<file path="src/rtl/stopwatch_pkg.sv">
// Shared definitions for the stopwatch core: state encoding and digit limits.
package stopwatch_pkg;

  typedef enum logic [1:0] {
    PAUSED = 2'd0,
    RUN    = 2'd1,
    ADJUST = 2'd2
  } sw_state_t;

  // Even-index digits are units (0..9), odd-index digits are tens (0..5).
  localparam logic [3:0] DIGIT_LIM_LO = 4'd9;
  localparam logic [3:0] DIGIT_LIM_HI = 4'd5;

  // Highest value digit i may hold before wrapping to 0.
  function automatic logic [3:0] digit_limit(input int i);
    if ((i % 2) == 1) begin
      return DIGIT_LIM_HI;
    end else begin
      return DIGIT_LIM_LO;
    end
  endfunction

endpackage

</file>
<file path="src/rtl/stopwatch_core_bcd_digit.sv">
// One BCD digit register. Increments on inc, wraps to 0 at limit and reports
// carry_out when a wrap happens; whether the carry is used is the caller's call.
module bcd_digit (
  input  logic       clk,
  input  logic       rst_n,
  input  logic       clr,
  input  logic       inc,
  input  logic [3:0] limit,
  output logic [3:0] value,
  output logic       carry_out
);

  logic [3:0] value_r;
  logic       at_lim_s;

  assign at_lim_s  = (value_r == limit);
  assign carry_out = inc & at_lim_s;
  assign value     = value_r;

  // Digit register: clear beats increment; increment wraps at the limit.
  always_ff @(posedge clk or negedge rst_n) begin
    if (!rst_n) begin
      value_r <= 4'd0;
    end else if (clr) begin
      value_r <= 4'd0;
    end else if (inc) begin
      value_r <= at_lim_s ? 4'd0 : (value_r + 4'd1);
    end else begin
      value_r <= value_r;
    end
  end

endmodule

</file>
<file path="src/rtl/stopwatch_core.sv">
// BCD stopwatch core: NUM_DIGITS digits counted in 00..59 pairs, with
// run/pause, clear, per-digit adjust and a blinking selected-digit mask.
// Optional lap hold is compiled in when STOPWATCH_LAP_EN is defined.
module stopwatch_core
  import stopwatch_pkg::*;
#(
  parameter int NUM_DIGITS = 4,
  parameter int SEL_W      = 3
) (
  input  logic                    clk,
  input  logic                    rst_n,
  input  logic                    tick,
  input  logic                    adj_tick,
  input  logic                    blink_tick,
  input  logic                    btn_reset,
  input  logic                    btn_pause,
`ifdef STOPWATCH_LAP_EN
  input  logic                    btn_lap,
`endif
  input  logic                    adj,
  input  logic [SEL_W-1:0]        adj_sel,
  output logic [4*NUM_DIGITS-1:0] digits,
  output logic                    running,
  output logic                    adjusting,
  output logic                    overflow,
  output logic [NUM_DIGITS-1:0]   blink_mask
);

  sw_state_t                 state_r;
  sw_state_t                 state_next_s;
  logic                      count_en_s;
  logic                      adj_en_s;
  logic [NUM_DIGITS-1:0]     sel_hit_s;
  logic [NUM_DIGITS-1:0]     inc_s;
  logic [NUM_DIGITS-1:0]     carry_s;
  logic [4*NUM_DIGITS-1:0]   live_s;
  logic                      phase_r;
  logic                      phase_next_s;
  logic                      overflow_r;
  logic [NUM_DIGITS-1:0]     mask_r;

  // Next state: adj dominates, leaving ADJUST lands in PAUSED, and the pause
  // toggle is suppressed by a simultaneous clear.
  always_comb begin
    state_next_s = state_r;
    if (adj) begin
      state_next_s = ADJUST;
    end else if (state_r == ADJUST) begin
      state_next_s = PAUSED;
    end else if (btn_pause && !btn_reset) begin
      case (state_r)
        PAUSED:  state_next_s = RUN;
        RUN:     state_next_s = PAUSED;
        default: state_next_s = PAUSED;
      endcase
    end else begin
      state_next_s = state_r;
    end
  end

  // State register.
  always_ff @(posedge clk or negedge rst_n) begin
    if (!rst_n) begin
      state_r <= PAUSED;
    end else begin
      state_r <= state_next_s;
    end
  end

  assign count_en_s = (state_r == RUN) && !adj && tick;
  assign adj_en_s   = (state_r == ADJUST) && adj && adj_tick;

  // One-hot decode of adj_sel; out-of-range selections decode to all zeros.
  always_comb begin
    sel_hit_s = {NUM_DIGITS{1'b0}};
    for (int i = 0; i < NUM_DIGITS; i++) begin
      sel_hit_s[i] = (adj_sel == SEL_W'(i));
    end
  end

  // Per-digit increment: in RUN a ripple carry through every digit sitting at
  // its limit; in ADJUST only the selected digit, with no carry onwards.
  always_comb begin
    logic chain;
    chain = count_en_s;
    inc_s = {NUM_DIGITS{1'b0}};
    for (int i = 0; i < NUM_DIGITS; i++) begin
      inc_s[i] = chain | (adj_en_s & sel_hit_s[i]);
      chain    = chain & (live_s[4*i +: 4] == digit_limit(i));
    end
  end

  for (genvar g = 0; g < NUM_DIGITS; g++) begin : g_digit
    bcd_digit u_digit (
      .clk       (clk),
      .rst_n     (rst_n),
      .clr       (btn_reset),
      .inc       (inc_s[g]),
      .limit     (digit_limit(g)),
      .value     (live_s[4*g +: 4]),
      .carry_out (carry_s[g])
    );
  end

  // Full-scale wrap pulse: every digit carried out while counting, unless cleared.
  always_ff @(posedge clk or negedge rst_n) begin
    if (!rst_n) begin
      overflow_r <= 1'b0;
    end else begin
      overflow_r <= count_en_s && !btn_reset && (&carry_s);
    end
  end

  // Blink phase only advances while staying in ADJUST; anything else resets it.
  always_comb begin
    phase_next_s = 1'b0;
    if ((state_r == ADJUST) && (state_next_s == ADJUST)) begin
      phase_next_s = blink_tick ? !phase_r : phase_r;
    end else begin
      phase_next_s = 1'b0;
    end
  end

  // Blink phase and registered mask of the selected digit.
  always_ff @(posedge clk or negedge rst_n) begin
    if (!rst_n) begin
      phase_r <= 1'b0;
      mask_r  <= {NUM_DIGITS{1'b0}};
    end else begin
      phase_r <= phase_next_s;
      mask_r  <= ((state_next_s == ADJUST) && phase_next_s) ? sel_hit_s
                                                             : {NUM_DIGITS{1'b0}};
    end
  end

`ifdef STOPWATCH_LAP_EN
  logic                    hold_r;
  logic [4*NUM_DIGITS-1:0] lap_r;

  // Lap hold toggles only while staying in RUN; clear or leaving RUN drops it.
  always_ff @(posedge clk or negedge rst_n) begin
    if (!rst_n) begin
      hold_r <= 1'b0;
      lap_r  <= {(4*NUM_DIGITS){1'b0}};
    end else if (btn_reset || (state_next_s != RUN)) begin
      hold_r <= 1'b0;
      lap_r  <= lap_r;
    end else if ((state_r == RUN) && btn_lap) begin
      hold_r <= !hold_r;
      lap_r  <= hold_r ? lap_r : live_s;
    end else begin
      hold_r <= hold_r;
      lap_r  <= lap_r;
    end
  end

  assign digits = hold_r ? lap_r : live_s;
`else
  assign digits = live_s;
`endif

  assign running    = (state_r == RUN);
  assign adjusting  = (state_r == ADJUST);
  assign overflow   = overflow_r;
  assign blink_mask = mask_r;

endmodule

</file>
<file path="config.mk">
export PLATFORM = sky130hd
export DESIGN_NAME = stopwatch_core
export DESIGN_NICKNAME = d
export VERILOG_FILES = /design/src/rtl/stopwatch_pkg.sv /design/src/rtl/stopwatch_core_bcd_digit.sv /design/src/rtl/stopwatch_core.sv
export SDC_FILE = /design/constraint.sdc
export NUM_CORES = 1
export LEC_CHECK = 0
export ABC_AREA = 1
export ABC_CLOCK_PERIOD_IN_PS = 1150
export CORE_ASPECT_RATIO = 0.75
export CORE_MARGIN = 2
export CORE_UTILIZATION = 46
export CTS_BUF_LIST = sky130_fd_sc_hd__clkbuf_8
export DETAILED_ROUTE_END_ITERATION = 8
export HOLD_SLACK_MARGIN = 0.06
export MAX_ROUTING_LAYER = met4
export PLACE_DENSITY = 0.75
export SLEW_MARGIN = 20
export SYNTH_ARGS = -nofsm -noshare
export SYNTH_HDL_FRONTEND = slang
export SYNTH_SLANG_ARGS = --single-unit
</file>
<file path="constraint.sdc">
create_clock -name clk -period 1.15 [get_ports clk]
set_input_delay 0.115 -clock clk [delete_from_list [all_inputs] [get_ports clk]]
set_output_delay 0.115 -clock clk [all_outputs]
set_load 0.02 [all_outputs]
</file>
== Word-level counts from Yosys, hierarchy flattened ==
Cells that the tools add are included.
W data, S select, Z words.
Word-level totals
  flip-flop bits (word level): 24
  input port bits: 11
  logic and storage cells: 75
Cells by class
  add/subtract/negate cells: 4
  eq/ne operators: 10
  multiplexer cells: 19
  bitwise operators: 15
  reductions and logical operators: 19
Operator list (number)
  $mux W4: 13
  $add A4 B1 Y4 const B: 4
  $and A1 B1 Y1: 11
  $logic_and A1 B1 Y1: 9
  $eq A4 B3 Y1 const B: 2
  $eq A4 B4 Y1 const B: 2
  $reduce_bool A2 Y1: 4
  $eq A3 B2 Y1 const B: 2
  $mux W2: 3
  $eq A2 B2 Y1 const B: 2
  $or A1 B1 Y1: 4
  $reduce_and A4 Y1: 1
  $eq A3 B1 Y1 const B: 1
  $logic_not A1 Y1: 3
  $logic_not A3 Y1: 1
  $mux W1: 3
  $eq A2 B1 Y1 const B: 1
  $logic_not A2 Y1: 1

== Longest topological paths before layout ==
  depth in word-level cells: 10
  mapped depth: 9

== By module ==
A second synthesis with hierarchy kept.
Unflattened totals
  cells, all modules: 276
  area, all modules: 1737.9 um^2
Modules (own cells, without submodules)
  bcd_digit: instances 4, cells each 52, area each 315.3 um^2, sequential area each 100.1 um^2
  stopwatch_core: instances 1, cells each 68, area each 476.7 um^2, sequential area each 200.2 um^2

== Least setup slack after synthesis ==
OpenSTA, ideal clock, no wires.
  path kind: register to register
  start point: reg g_digit[1].u_digit.value_r[0]
  end point: reg g_digit[2].u_digit.value_r[0]
  setup time: 0.118 ns
  data arrival time: 1.235 ns
  required time: 1.032 ns
  slack: -0.203 ns
  cell stages (with the launch flop): 9
  path buffers: 0
  clock period less this slack: 1.353 ns
  cells stage by stage: dfrtp_1 ha_1 nand3_1 nor2_2 nand2_1 nand2_2 nor2_2 nand2_1 nand2_1
On the way
  word-level cells in the longest chain between the ends: 4
RTL lines
  start, declared: line stopwatch_core_bcd_digit.sv:13  | logic [3:0] value_r;
  start signal, assigned: line stopwatch_core_bcd_digit.sv:27  | value_r <= at_lim_s ? 4'd0 : (value_r + 4'd1);
  start signal, assigned: line stopwatch_core_bcd_digit.sv:29  | value_r <= value_r;
  $eq A4 B3 Y1: line stopwatch_core.sv:89  | chain = chain & (live_s[4*i +: 4] == digit_limit(i));
  $and A1 B1 Y1: line stopwatch_core.sv:89
  $or A1 B1 Y1: line stopwatch_core.sv:88  | inc_s[i] = chain | (adj_en_s & sel_hit_s[i]);
  $reduce_bool A2 Y1 (no line)
  end signal, assigned: line stopwatch_core_bcd_digit.sv:27
  end signal, assigned: line stopwatch_core_bcd_digit.sv:29
  end, declared: line stopwatch_core_bcd_digit.sv:13
No other way between the ends.
A chain may end at the register's enable or synchronous reset.

== Final worst setup path ==
  start point: reg g_digit[1].u_digit.value_r[1]
  end point: reg g_digit[2].u_digit.value_r[0]
The elaborated chain is that of the path after synthesis.

==> metrics.md <==
| Metric | Value |
|---|---|
| Mapped Nets | `198` |
| CP Data Required Time | `1.30 ns` |
| Reg power frac | `48.8%` |
| Fin nets | `269` |
| Die Ht | `51.9 um` |
| FF-to-FF path depth | `9` |
| Synthesized flop and latch total | `24` |
| TritonCTS Sinks | `24` |
| Area delta synth->final | `66.6%` |
| FMAX | `713 MHz` |
| Switching pwr | `0.485 mW` |
| Wirelength, routed | `4580 um` |
| DRT Pass-1 Iters | `4` |
| Post-synth top cells | `nand2_1, inv_1, dfrtp_1` |
| Mapped Area | `1410 sq um` |
| Worst VDD drop | `866 uV` |
| Leak | `1.18 nW` |
| Most used DFF post-synth | `dfrtp_1` |
| Diode count | `0` |
| Hold buffer count at cts | `0` |
| First-pass GRT wire length | `6780 um` |
| Num rows | `17` |
| Initial antenna violation count | `0` |
| PwrDens | `769 nW/um^2` |
| Switching Fraction | `26.9%` |
| IO Port Bufs | `33` |
| Comb power frac | `18.7%` |
| Sequential share of the synthesized area | `42.7%` |
| Post-route DRC | `0` |
| Share of cells above drive strength 1 | `44.6%` |
| CTS tree | `yes` |
| Synth top area share | `42.7%` |
| Most common cell in the synthesized netlist | `nand2_1` |
| Core ar. | `2940 sq um` |
| Actual slew at the worst max-slew pin | `0.309 ns` |
| Failing checks | `setup timing` |
| Syn Inst Count | `179` |
| Synth async-reset ratio | `100%` |
| Yosys Warn Count | `0` |
| # fillers | `171` |
| Worst Setup Path Type | `reg -> reg` |
| # Max-Cap Violations | `0` |
| Yosys top cell by area | `dfrtp_1` |
| Reg clk slew, reported paths | `0.09 ns` |
| Slew margin rel. | `79.3%` |
| Main area contributors after synthesis | `dfrtp_1, nand2_1, ha_1` |
| Critical path peak fanout | `5` |
| WL/cell | `16.0 um` |
| Clock network power share | `32.4%` |
| Clk buf depth | `2` |
| Root buffer cell | `clkbuf_8` |
| RSZ-0062 raised after global routing | `yes` |
| Largest net degree at the start of global routing | `25` |
| CP endpoint kind | `flip-flop` |
| Routed vias/inst | `5.30` |
| DRT antenna net count | `0` |
| Fin Setup TNS | `-3.03 ns` |
| Critical Path AT | `1.55 ns` |
| I/O Pins | `34` |
| Final slew viol count | `0` |
| Vias | `1,522` |
| TritonCTS Buffers | `3` |
| Initial Util | `48.0%` |
| Worst setup margin | `-0.252 ns` |
| Initial DRC count | `132` |
| Final setup violation count | `20` |
| Final min period | `1.40 ns` |
| Post-synth EDFFs | `0` |
| Die area | `3520 sq um` |
| Tot GR Track Use | `26.5%` |
| Register area | `609 sq um` |
| Die W | `67.9 um` |
| Worst slack, placed | `-0.321 ns` |
| Post-route clock skew | `0.00930 ns` |
| Clk Latency, worst-skew pair | `0.27 ns` |
| Final hold vios | `0` |
| Outcome | `finished with violations` |
| Unique masters post-synth | `22` |
| Multi-input logic area | `946 sq um` |
| HPWL Detailed | `2730 um` |
| Vias in the first global route | `1,483` |
| Mean post-synth cell area | `7.86 sq um` |
| Period utilization | `122%` |
| Startpoint types | `flip-flop` |
| Internal power | `1.32 mW` |
| GP Congestion | `0.869` |
| Total grt overflow | `0` |
| Hold Crit Class | `in -> async` |
| Clock H-tree levels | `1` |
power groups by stage:
stage                     Clock, mW  Combinational, mW  Sequential (mW)
after floorplan                   0              0.104            0.916
after global placement            0              0.269            0.895
after detailed placement          0              0.279            0.898
after CTS                     0.595              0.295            0.880
after global routing          0.632              0.362            0.884
final                         0.585              0.337            0.881
metrics by stage:
step | hold WS (ns) | utilization, % | std cells | total power, mW | area (sq um)
2_1_floorplan | -0.181 | - | 179 | 1.02 | 1470
6_report | 0.176 | 79.9 | 287 | 1.80 | 2340
5_1_grt | 0.192 | 79.9 | 287 | 1.88 | 2340
3_3_place_gp | 0.479 | 69.1 | 272 | 1.16 | 2030
3_5_place_dp | 0.483 | 69.1 | 272 | 1.18 | 2030
4_1_cts | 0.186 | 73.9 | 280 | 1.77 | 2170
path summary, 6_finish.rpt:
kind / start / endpoint / slack (ns)
min in group clk: blink_tick / phase_r / 0.48
worst min-delay path: rst_n / state_r[0] / 0.18
worst max register to register: g_digit[1].u_digit.value[1] / g_digit[2].u_digit.value[0] / -0.25
worst max-delay path: g_digit[1].u_digit.value[1] / g_digit[2].u_digit.value[0] / -0.25
max in group asynchronous: rst_n / g_digit[2].u_digit.value[1] / 0.81
worst min register to register: phase_r / phase_r / 0.57
registers in the layout (all words and copies together) (netlist names):
name and count:
g_digit.u_digit.value 16, blink_mask 4, state_r 2, phase_r 1
overflow 1
layout make-up:
type,count,area share (%)
tap,38,2.03
sequential,24,26.0
timing repair buffer,68,24.6
multi-input combinational,125,40.3
inverter,28,4.70
clock buffer,4,2.35
routing by layer:
metal | vias up | wire [um] | global-route usage, %
met5 | - | 0 | -
met4 | 0 | 179 | 7.33
met3 | 24 | 263 | 5.41
met2 | 79 | 2320 | 44.3
met1 | 712 | 1830 | 33.0
li1 | 707 | - | -
kinds of logic after synthesis:
family	after synthesis	share of synthesized area, %
simple gates	106	35.9
fa+ha+maj	8	7.11
xor+xnor	6	3.73
flops	24	42.7
buf+inv	30	8.53
compound gates	5	2.04
what timing repair did:
item,CTS,global route
cloned,0,0
setup endpoints to repair,44,33
endpoints found under the hold margin,0,0
gates resized for setup,72,44
pin swaps,7,13
setup buffers,4,7
cells in the final DEF, fill, tap and decap left out, types with 7 or more instances in the layout:
cell	count
nand2_2	13
nor2_1	8
nor2_4	7
nand3_1	10
dfrtp_2	7
nand2_1	31
inv_2	7
nor3_1	7
clkdlybuf4s50_1	10
dlygate4sd2_1	8
inv_1	19
buf_4	31
dfrtp_1	17
worst max-delay path, cell delays in order (launching register included):
cell and delay (ns):
dfrtp_2 0.42, inv_2 0.08, ha_4 0.13, nand3_4 0.09, nor2_4 0.18, nand2_2 0.09
nand2_4 0.11, nor2_4 0.05, nand2_1 0.06, nand2_1 0.07
(Power assumes the default switching activity.)
==> edit, RTL diff (config.mk and constraints unchanged) <==
Encoding of `sw_state_t`: now one-hot (3 bits for 3 states).
--- a/src/rtl/stopwatch_pkg.sv
+++ b/src/rtl/stopwatch_pkg.sv
@@ -3,6 +3,6 @@
 
-  typedef enum logic [1:0] {
-    PAUSED = 2'd0,
-    RUN    = 2'd1,
-    ADJUST = 2'd2
+  typedef enum logic [2:0] {
+    PAUSED = 3'b001,
+    RUN    = 3'b010,
+    ADJUST = 3'b100
   } sw_state_t;
Function: same outputs for any inputs over 10 cycles, from zero or initial values and one cycle with rst_n low; not proved beyond that.
==> edit against the original RTL <==
  * The flow still finishes with violations (negative setup slack)
  * Cell area grew 5.7%
  * Clock skew decreased by 0.0076 ns
  * Count of clock-buffer cells in the layout shrank 1
  * Synthesized cell count up 2.8%
  * Total power is 11% higher
  * Setup slack lost 0.074 ns
  * Critical path depth down 1
  * Area after synthesis grew 4.7%
  * Non-clock buffer count grew 8
  * Wire length up 10%
  * Largest cell class unchanged
  * Hold slack gained 0.012 ns
  * Sequential cell count up 1
==> edit: results (changes against the original RTL) <==
Clock buffers and inverters, area share=0.01818 (-0.005297); comb_multi_in=131 (+4.8%); first-pass GRT wire length=7389 um (+9.1%); area grow syn2layout=68.08%; Final WS setup=-0.3252 ns (-0.07362 ns); syn nets=201 (+1.5%); Setup violations, final=26 (+30%); met3 wire len=280 um (+6.5%); Core Region=2999 um^2 (+2.2%); register bit total from synthesis=25 (+4.2%); 1st-iter DRT viols=139 (+5.3%); Power Dens Cells=805.8 nW/um^2 (+4.8%); Synth area leaders=dfrtp_1 (41%), nand2_1 (8.7%), nand4_1 (7.2%); outcome=finished with violations; WL met2=2541 um (+9.7%); Arrival @ worst endpoint=1.69 ns (+0.14 ns); Max VDD drop=0.0005555 V (-36%); met2 Use GR=0.4872 (+0.04437); largest net degree at the start of global routing=26 (+4.0%); R2R cell count=8 (-1); Via Count=1689 (+11%); routing usage on met3=0.04762 (-0.006494); Syn Inst Count=184 (+2.8%); Seq/total area=0.2556 (-0.004317); layout cell share with drive strength beyond 1=0.4654 (+0.01960); failing checks=negative setup slack
## edit: changes by cell type in the layout (fill, tap and decap cells not counted), moves of 4 or more
cell	change
nand2_2	-5
nand3_2	+8
nand4_1	+11
inv_1	-4
nand3b_1	-4
nand2_1	-4
buf_4	+5
## edit: timing repair
action | CTS | global route
buffers inserted | 4 | 3
endpoints found under the hold margin | 0 | 0
pin swaps | 7 | 14
endpoints found under the setup margin | 45 | 38
gates resized for setup | 76 | 44
## edit: logic make-up (layout without fill, tap and decap cells)
kind of cell | count (synthesis) | in the layout | share of synthesized area
compound gates | 5 | 5 | 0.01868
xor+xnor | 8 | 8 | 0.04754
fa+ha+maj | 6 | 6 | 0.05093
buf+inv | 28 | 104 | 0.07385
flops | 25 | 25 | 0.4253
simple gates | 112 | 112 | 0.3837
## edit: worst max-delay path, cell delays in order (launching register included)
cell	delay, ns
dfrtp_1	0.41
inv_2	0.10
nand3_4	0.08
buf_6	0.13
nor2_4	0.25
nand3_4	0.16
nand3_4	0.13
nand2_1	0.08
nand2_1	0.07
